## src/rtl/mem_arb_pkg.sv

```systemverilog
// Shared types for the two-master memory port arbiter: FSM states and master ids.
package mem_arb_pkg;

    typedef enum logic [1:0] {
        IDLE  = 2'd0,
        ISSUE = 2'd1,
        WAIT  = 2'd2,
        CAPT  = 2'd3
    } state_e;

    localparam logic M_IF = 1'b0;
    localparam logic M_D  = 1'b1;

endpackage

```

## src/rtl/rr_arb2.sv

```systemverilog
// Two-way round-robin arbiter; req[0] is the fetch master, req[1] the data master.
module rr_arb2
    import mem_arb_pkg::*;
(
    input  logic       clk,
    input  logic       rst,
    input  logic [1:0] req,
    input  logic       advance,
    output logic [1:0] gnt,
    output logic       last
);

    // On a tie the master that did not win last time goes first.
    always_comb begin
        // NOTE: defaulting every combinational output first guarantees no latch is inferred.
        gnt = 2'b00;
        unique case (req)
            2'b01:   gnt = 2'b01;
            2'b10:   gnt = 2'b10;
            2'b11:   gnt = (last == M_D) ? 2'b01 : 2'b10;
            default: gnt = 2'b00;
        endcase
    end

    // Reset value M_D makes the fetch master win the first tie.
    always_ff @(posedge clk or negedge rst) begin
        if (!rst) begin
            last <= M_D;
        end else if (advance && (gnt != 2'b00)) begin
            // NOTE: sequential state uses non-blocking assignment so all flops update together.
            last <= gnt[1];
        end
    end

endmodule

```

## src/rtl/mem_port_arbiter.sv

```systemverilog
// Fetch / load-store front end for a single-port synchronous memory with a
// one-cycle registered read; one access in flight, round-robin between masters.
module mem_port_arbiter
    import mem_arb_pkg::*;
#(
    parameter int ADDR_W = 8,
    parameter int DATA_W = 32
) (
    input  logic              clk,
    input  logic              rst,
    input  logic              if_req,
    input  logic [ADDR_W-1:0] if_addr,
    output logic              if_gnt,
    output logic              if_rvalid,
    output logic [DATA_W-1:0] if_rdata,
    input  logic              d_req,
    input  logic              d_we,
    input  logic [ADDR_W-1:0] d_addr,
    input  logic [DATA_W-1:0] d_wdata,
    output logic              d_gnt,
    output logic              d_rvalid,
    output logic [DATA_W-1:0] d_rdata,
    output logic              mem_ce,
    output logic              mem_wre,
    output logic [ADDR_W-1:0] mem_ad,
    output logic [DATA_W-1:0] mem_din,
    input  logic [DATA_W-1:0] mem_dout,
    output logic              busy
);

    state_e     state, state_next;
    logic       owner;
    logic [1:0] arb_gnt;
    logic       arb_last;
    logic       idle;
    logic       grant_any;
    logic       winner;

    assign idle      = (state == IDLE);
    assign grant_any = idle && (if_req || d_req);
    assign winner    = arb_gnt[1];

    rr_arb2 u_rr_arb2 (
        .clk     (clk),
        .rst     (rst),
        .req     ({d_req, if_req}),
        .advance (idle),
        .gnt     (arb_gnt),
        .last    (arb_last)
    );

    always_ff @(posedge clk or negedge rst) begin
        if (!rst) begin
            state <= IDLE;
        end else begin
            state <= state_next;
        end
    end

    // mem_wre still holds the in-flight access type while in ISSUE.
    always_comb begin
        state_next = state;
        unique case (state)
            IDLE:    if (grant_any) state_next = ISSUE;
            ISSUE:   state_next = mem_wre ? IDLE : WAIT;
            WAIT:    state_next = CAPT;
            CAPT:    state_next = IDLE;
            default: state_next = IDLE;
        endcase
    end

    always_comb begin
        if_gnt    = grant_any && !winner;
        d_gnt     = grant_any &&  winner;
        if_rvalid = (state == CAPT) && (owner == M_IF);
        d_rvalid  = (state == CAPT) && (owner == M_D);
        busy      = !idle;
    end

    // Memory strobes are registered from the winner; they drop on the cycle after issue.
    always_ff @(posedge clk or negedge rst) begin
        if (!rst) begin
            mem_ce   <= 1'b0;
            mem_wre  <= 1'b0;
            mem_ad   <= '0;
            mem_din  <= '0;
            owner    <= M_IF;
            if_rdata <= '0;
            d_rdata  <= '0;
        end else begin
            mem_ce  <= grant_any;
            mem_wre <= grant_any && winner && d_we;
            if (grant_any) begin
                owner   <= winner;
                mem_ad  <= winner ? d_addr  : if_addr;
                mem_din <= winner ? d_wdata : '0;
            end
            if (state == WAIT) begin
                if (owner == M_D) d_rdata  <= mem_dout;
                else              if_rdata <= mem_dout;
            end
        end
    end

endmodule

```

## config.mk

```make
export PLATFORM = sky130hd
export DESIGN_NAME = mem_port_arbiter
export DESIGN_NICKNAME = d
export VERILOG_FILES = /design/src/rtl/mem_arb_pkg.sv /design/src/rtl/rr_arb2.sv /design/src/rtl/mem_port_arbiter.sv
export SDC_FILE = /design/constraint.sdc
export NUM_CORES = 1
export LEC_CHECK = 0
export CAP_MARGIN = 20
export CORE_UTILIZATION = 38
export DETAILED_ROUTE_END_ITERATION = 10
export GPL_TIMING_DRIVEN = 0
export MAX_ROUTING_LAYER = met4
export PLACE_DENSITY_LB_ADDON = 0.08
export SLEW_MARGIN = 10
export SYNTH_ARGS = -nofsm -noshare
export SYNTH_HDL_FRONTEND = slang
export SYNTH_HIERARCHICAL = 1
export SYNTH_SLANG_ARGS = --single-unit
export TNS_END_PERCENT = 100
```

## constraint.sdc

```tcl
create_clock -name clk -period 1.6 [get_ports clk]
set_input_delay 0.16 -clock clk [delete_from_list [all_inputs] [get_ports clk]]
set_output_delay 0.16 -clock clk [all_outputs]
set_load 0.02 [all_outputs]
```

==> flow_summary_export.csv, run 1 <==
group,metric,value,unit
outcome,status,"complete, but fails checks",
outcome,violations,"design-rule violations, negative setup slack",
cells_and_area,drive_above_1_share,0.204,
hold_path,hold_start,"if_req",
synthesis,syn_area_per_cell,14.1,sq um
synthesis,syn-cell-area,0.00460,sq mm
power,leakagePower,3.19,nW
placed_design,portBuffers,195,
clock_network,clkTransAtPathRegs,70,ps
power,cellPowerDensity,2030,mW/mm^2
grt,antenna_found_initial,0,
floorplanning,die_y,112,microns
cells_and_area,n_antenna_cell,0,
placed_design,place_inst,664,
hold_path,holdPathStages,2,
sta,setup_violations,2,
sta,tns,-70.6,ps
clock_network,cts_tree,"yes",
critical_path,worst-path-max-fanout,3,
run,cap_violations,0,
cells_and_area,fin_util,0.625,
placed_design,gp_congestion,0.718,
clock_network,clk_latency,350,ps
sta,maxSlewViolCount,0,
critical_path,worstReg2RegEnd,"mem_ad[2]",
floorplanning,io_pins,196,
grt,track_usage,0.184,
clock_network,htreeDepth,3,
hold_path,hold_class,"in2reg",
sta,max_freq,0.609,GHz
critical_path,required,1440,ps
floorplanning,placementRows,39,
critical_path,critPathCaptureType,"output pin",
clock_network,clock-sinks,110,
floorplanning,die-area,0.0125,sq mm
synthesis,synth_cells,325,
critical_path,start_kind,"flop",
detailed_routing,drc_errors,11,
sta,period_minus_slack,1640,ps
sta,setup_slack,-42.5,ps
detailed_routing,postRouteAntennaNets,0,
floorplanning,core-area,0.0116,sq mm
detailed_routing,drt_first_pass_iters,8,
critical_path,worstPathArrival,1480,ps
floorplanning,start_util,0.396,
cells_and_area,fillers,943,
detailed_routing,num_vias,3202,
detailed_routing,wl_per_cell,15.6,microns
floorplanning,fp.dieW,112,microns
sta,fin_skew,5.28,ps
clock_network,clk_path_buf_depth,2,
grt,grt_max_degree,86,
grt,grt_pass1_wl,17200,microns
synthesis,synth_warnings,6,
placed_design,hpwlAfterDp,7550,microns
sta,relSlewSlack,0.711,
power,peakVddDrop,0.812,mV
detailed_routing,dr.first_iter.drc_count,92,
synthesis,syn_nets,410,
grt,grt_overflow,0,
detailed_routing,vias_per_cell,4.62,
critical_path,rr_worst_depth,5,
cells_and_area,instances_no_fill,693,
critical_path,r2r_setup_slack,50,ps
critical_path,crit_type,"reg2out",
clock_network,cts-root-buf,"clkbuf_16",
power,power,14.8,mW
sta,worst_pin_slew,434,ps
sta,hold_viol,0,
sta,fin_crit_sh,1.03,
sta,rsz0062_at_grt,"yes",
cells_and_area,synthToLayoutAreaGrowth,57.8,%
grt,first_global_vias,3425,
cells_and_area,nets,631,
hold_path,min_to,"u_rr_arb2/last",
detailed_routing,wl,10800,microns
clock_network,cts_buffers,9,
## metrics by stage
step / hold slack, ps / setup slack, ps / area (sq um)
final: 213 / -42.5 / 7260
after global routing: 219 / -99.2 / 7260
after CTS: 232 / -172 / 7170
after detailed placement: 45.7 / -891 / 6760
after global placement: 472 / -3900 / 6730
after floorplan: -136 / 20.5 / 4600
## routing by layer
metal  part of all wire  global-route usage
met5                  0                   -
met4              0.012              0.0453
met3              0.077              0.0702
met2               0.49               0.300
met1               0.42               0.214
## worst max-delay path by stage
stage                              start           to  slack (ps)  cells after the start
after floorplan           u_rr_arb2/last       if_gnt          20                      5
after global placement               rst  mem_din[12]       -3900                      1
after detailed placement           d_req        d_gnt        -890                      7
after CTS                 u_rr_arb2/last       if_gnt        -170                      6
after global routing            state[0]       if_gnt        -100                      5
final                     u_rr_arb2/last        d_gnt         -40                      5
## worst max-delay path, stage by stage, from the launching register on
cell and delay [ps]:
dfstp_2 560, a21boi_4 60, buf_8 130, buf_8 110
and2_4 150, buf_6 120
## timing repair
item                                    4_1_cts  5_1_grt
gates cloned                                  0        0
buffers inserted                              7        8
hold endpoints to repair                     25        0
hold buffers                                  1        0
gates resized for setup                      33       18
endpoints found under the setup margin       26       32
pin swaps                                     2        3
## final cells by class
class / count / area, sq um / area share
buffer: 15 / 158 / 0.0217
clock buffer: 11 / 233 / 0.0321
clock inverter: 4 / 72.6 / 0.0100
inverter: 33 / 124 / 0.0171
multi-input combinational: 165 / 1640 / 0.226
sequential: 110 / 2760 / 0.380
tap: 143 / 179 / 0.0247
timing repair buffer: 212 / 2100 / 0.289
## cell usage in the layout (no fill, tap or decap), types with 2 or more instances in the layout
master and instances:
buf_6 7, dfrtp_2 2, mux2i_1 32, clkbuf_1 2, inv_1 32, buf_4 20
nor3_4 2, nor2_4 3, clkdlybuf4s50_1 187, nor2_1 3, mux2_4 30, mux2_1 32
clkbuf_2 4, dfrtp_1 107, nand2_1 35, dlymetal6s2s_1 2, bufinv_16 2, and3_1 2
clkbuf_16 9, mux2_2 19, buf_8 3
## report_power, final
group	switching, mW	internal, mW	total [mW]
Sequential	0.704	4.06	4.77
Combinational	3.46	4.21	7.67
Clock	0.963	1.36	2.32
Total	5.13	9.64	14.8
## state kept, by name (all words and copies together), names as in the netlist, named ones only
signal / cells
state: 1
mem_ad: 8
u_rr_arb2/last: 1
owner: 1
if_rdata: 32
mem_din: 32
d_rdata: 32
mem_wre: 1
mem_ce: 1
No activity file was read; power rests on OpenSTA's default activity.
==> run 2, diff against run 1 <==
==> constraint.sdc (replaced) <==
create_clock -name clk -period 1.5 [get_ports clk]
set_input_delay 0.15 -clock clk [delete_from_list [all_inputs] [get_ports clk]]
set_output_delay 0.15 -clock clk [all_outputs]
set_load 0.02 [all_outputs]
==> flow_summary_export.csv, run 2 (synthesized netlist as in run 1, its figures left out) <==
group,metric,value,unit
outcome,status,"complete, but fails checks",
outcome,violations,"design-rule violations, negative setup slack",
floorplanning,core-area,0.0116,sq mm
sta,fin_crit_sh,1.09,
cells_and_area,final_cell_area,0.00757,sq mm
clock_network,cts-root-buf,"clkbuf_16",
critical_path,worst-path-max-fanout,7,
critical_path,required,1350,ps
cells_and_area,final_common_cell,"dfrtp_1",
cells_and_area,drive_above_1_share,0.212,
detailed_routing,drc_errors,13,
detailed_routing,dr.first_iter.drc_count,139,
power,p_int,10.1,mW
placed_design,place_inst,664,
detailed_routing,wl,11200,microns
hold_path,hold_class,"in2reg",
sta,holdWs,147,ps
grt,grt_overflow,0,
clock_network,clkTransAtPathRegs,70,ps
detailed_routing,num_vias,3237,
critical_path,worstPathArrival,1480,ps
power,p_clk_frac,0.142,
placed_design,portBuffers,195,
clock_network,cts_buffers,9,
cells_and_area,layout_common_cells,"dfrtp_1 (106), clkdlybuf4s50_1 (105), dlymetal6s2s_1 (74), nand2_1 (35), inv_1 (33)",
placed_design,gp_congestion,0.719,
power,combPwrFrac,0.535,
floorplanning,placementRows,39,
clock_network,clock-sinks,110,
power,net-switching-power,5.62,mW
floorplanning,die-area,0.0125,sq mm
detailed_routing,postRouteAntennaNets,0,
floorplanning,fp.dieW,112,microns
power,p_sw_frac,0.359,
power,peakVddDrop,0.904,mV
power,leakagePower,4.09,nW
sta,setup_slack,-129,ps
floorplanning,start_util,0.396,
sta,fin_skew,4.00,ps
detailed_routing,drt_first_pass_iters,7,
grt,track_usage,0.188,
grt,first_global_vias,3510,
placed_design,place_area,0.00678,sq mm
grt,grt_max_degree,72,
power,power,15.7,mW
cells_and_area,fin_util,0.651,
cells_and_area,instances_no_fill,699,
cells_and_area,reg_top3,"d_rdata x32, if_rdata x32, mem_din x32",
sta,tns,-1800,ps
clock_network,cts_tree,"yes",
sta,maxSlewViolCount,0,
placed_design,place_ws,-875,ps
sta,period_minus_slack,1630,ps
sta,worst_pin_slew,410,ps
grt,antenna_found_initial,0,
sta,relSlewSlack,0.727,
clock_network,htreeDepth,3,
floorplanning,io_pins,196,
detailed_routing,wl_per_cell,16.0,microns
grt,grt_pass1_wl,17600,microns
sta,setup_violations,34,
power,cellPowerDensity,2070,mW/mm^2
critical_path,critPathCaptureType,"output pin",
sta,rsz0062_at_grt,"yes",
detailed_routing,vias_per_cell,4.63,
critical_path,crit_type,"reg2out",
run,cap_violations,0,
sta,hold_viol,0,
clock_network,clk_path_buf_depth,2,
floorplanning,die_y,112,microns
cells_and_area,nets,636,
sta,max_freq,0.614,GHz
cells_and_area,n_antenna_cell,0,
critical_path,start_kind,"flop",
power,seqPwrFrac,0.322,
clock_network,clk_latency,350,ps
cells_and_area,synthToLayoutAreaGrowth,64.5,%
placed_design,hpwlAfterDp,7630,microns
[run 2: worst paths after layout]
kind,from,endpoint,slack (ps),cells past startpoint
max,flop,d_gnt,-130,5
min,d_req,u_rr_arb2/last,150,3
max reg2reg,state[0],if_rdata[14],-80,7
min reg2reg,d_rdata[12],d_rdata[12],480,1
max in group asynchronous,rst,mem_din[14],550,3
min in group asynchronous,rst,if_rdata[18],270,2
[run 2: layout make-up]
type,instances,area [sq um]
fillers,933,4050
flip-flops and latches,110,2760
repair buffers,217,2390
multi-input cells,165,1630
clock buffers,9,225
plain buffers,15,206
well taps,143,179
inverters,33,124
clock inverters,7,51.3
[run 2: power by group through the flow]
stage / combinational (mW) / clock (mW) / sequential (mW)
after global routing: 8.85 / 2.43 / 5.23
after detailed placement: 7.97 / 0 / 5.10
after CTS: 8.31 / 2.31 / 5.11
after floorplan: 2.82 / 0 / 6.64
final: 8.39 / 2.23 / 5.05
after global placement: 7.88 / 0 / 5.04
[run 2: what timing repair did]
| item | in CTS | in global routing |
|---|---|---|
| cloned | 1 | 2 |
| pin swaps | 4 | 4 |
| hold endpoints to repair | 38 | 0 |
| setup endpoints to repair | 70 | 137 |
| hold buffers | 1 | 0 |
| setup buffers | 12 | 7 |
| resized for setup | 52 | 93 |
[run 2: critical path, cell delays in order (launching register included)]
cell and delay [ps]:
dfrtp_2 460, nor3_2 210, buf_6 130, buf_12 90, and2_4 130, buf_6 100
[run 2: per-layer routing]
metal  routed length [microns]  GRT usage  up-vias
met5                         0          -        -
met3                       964     0.0729       11
met4                       141     0.0453        0
met1                      4740      0.226     1576
met2                      5370      0.298      129
li1                          -          -     1521
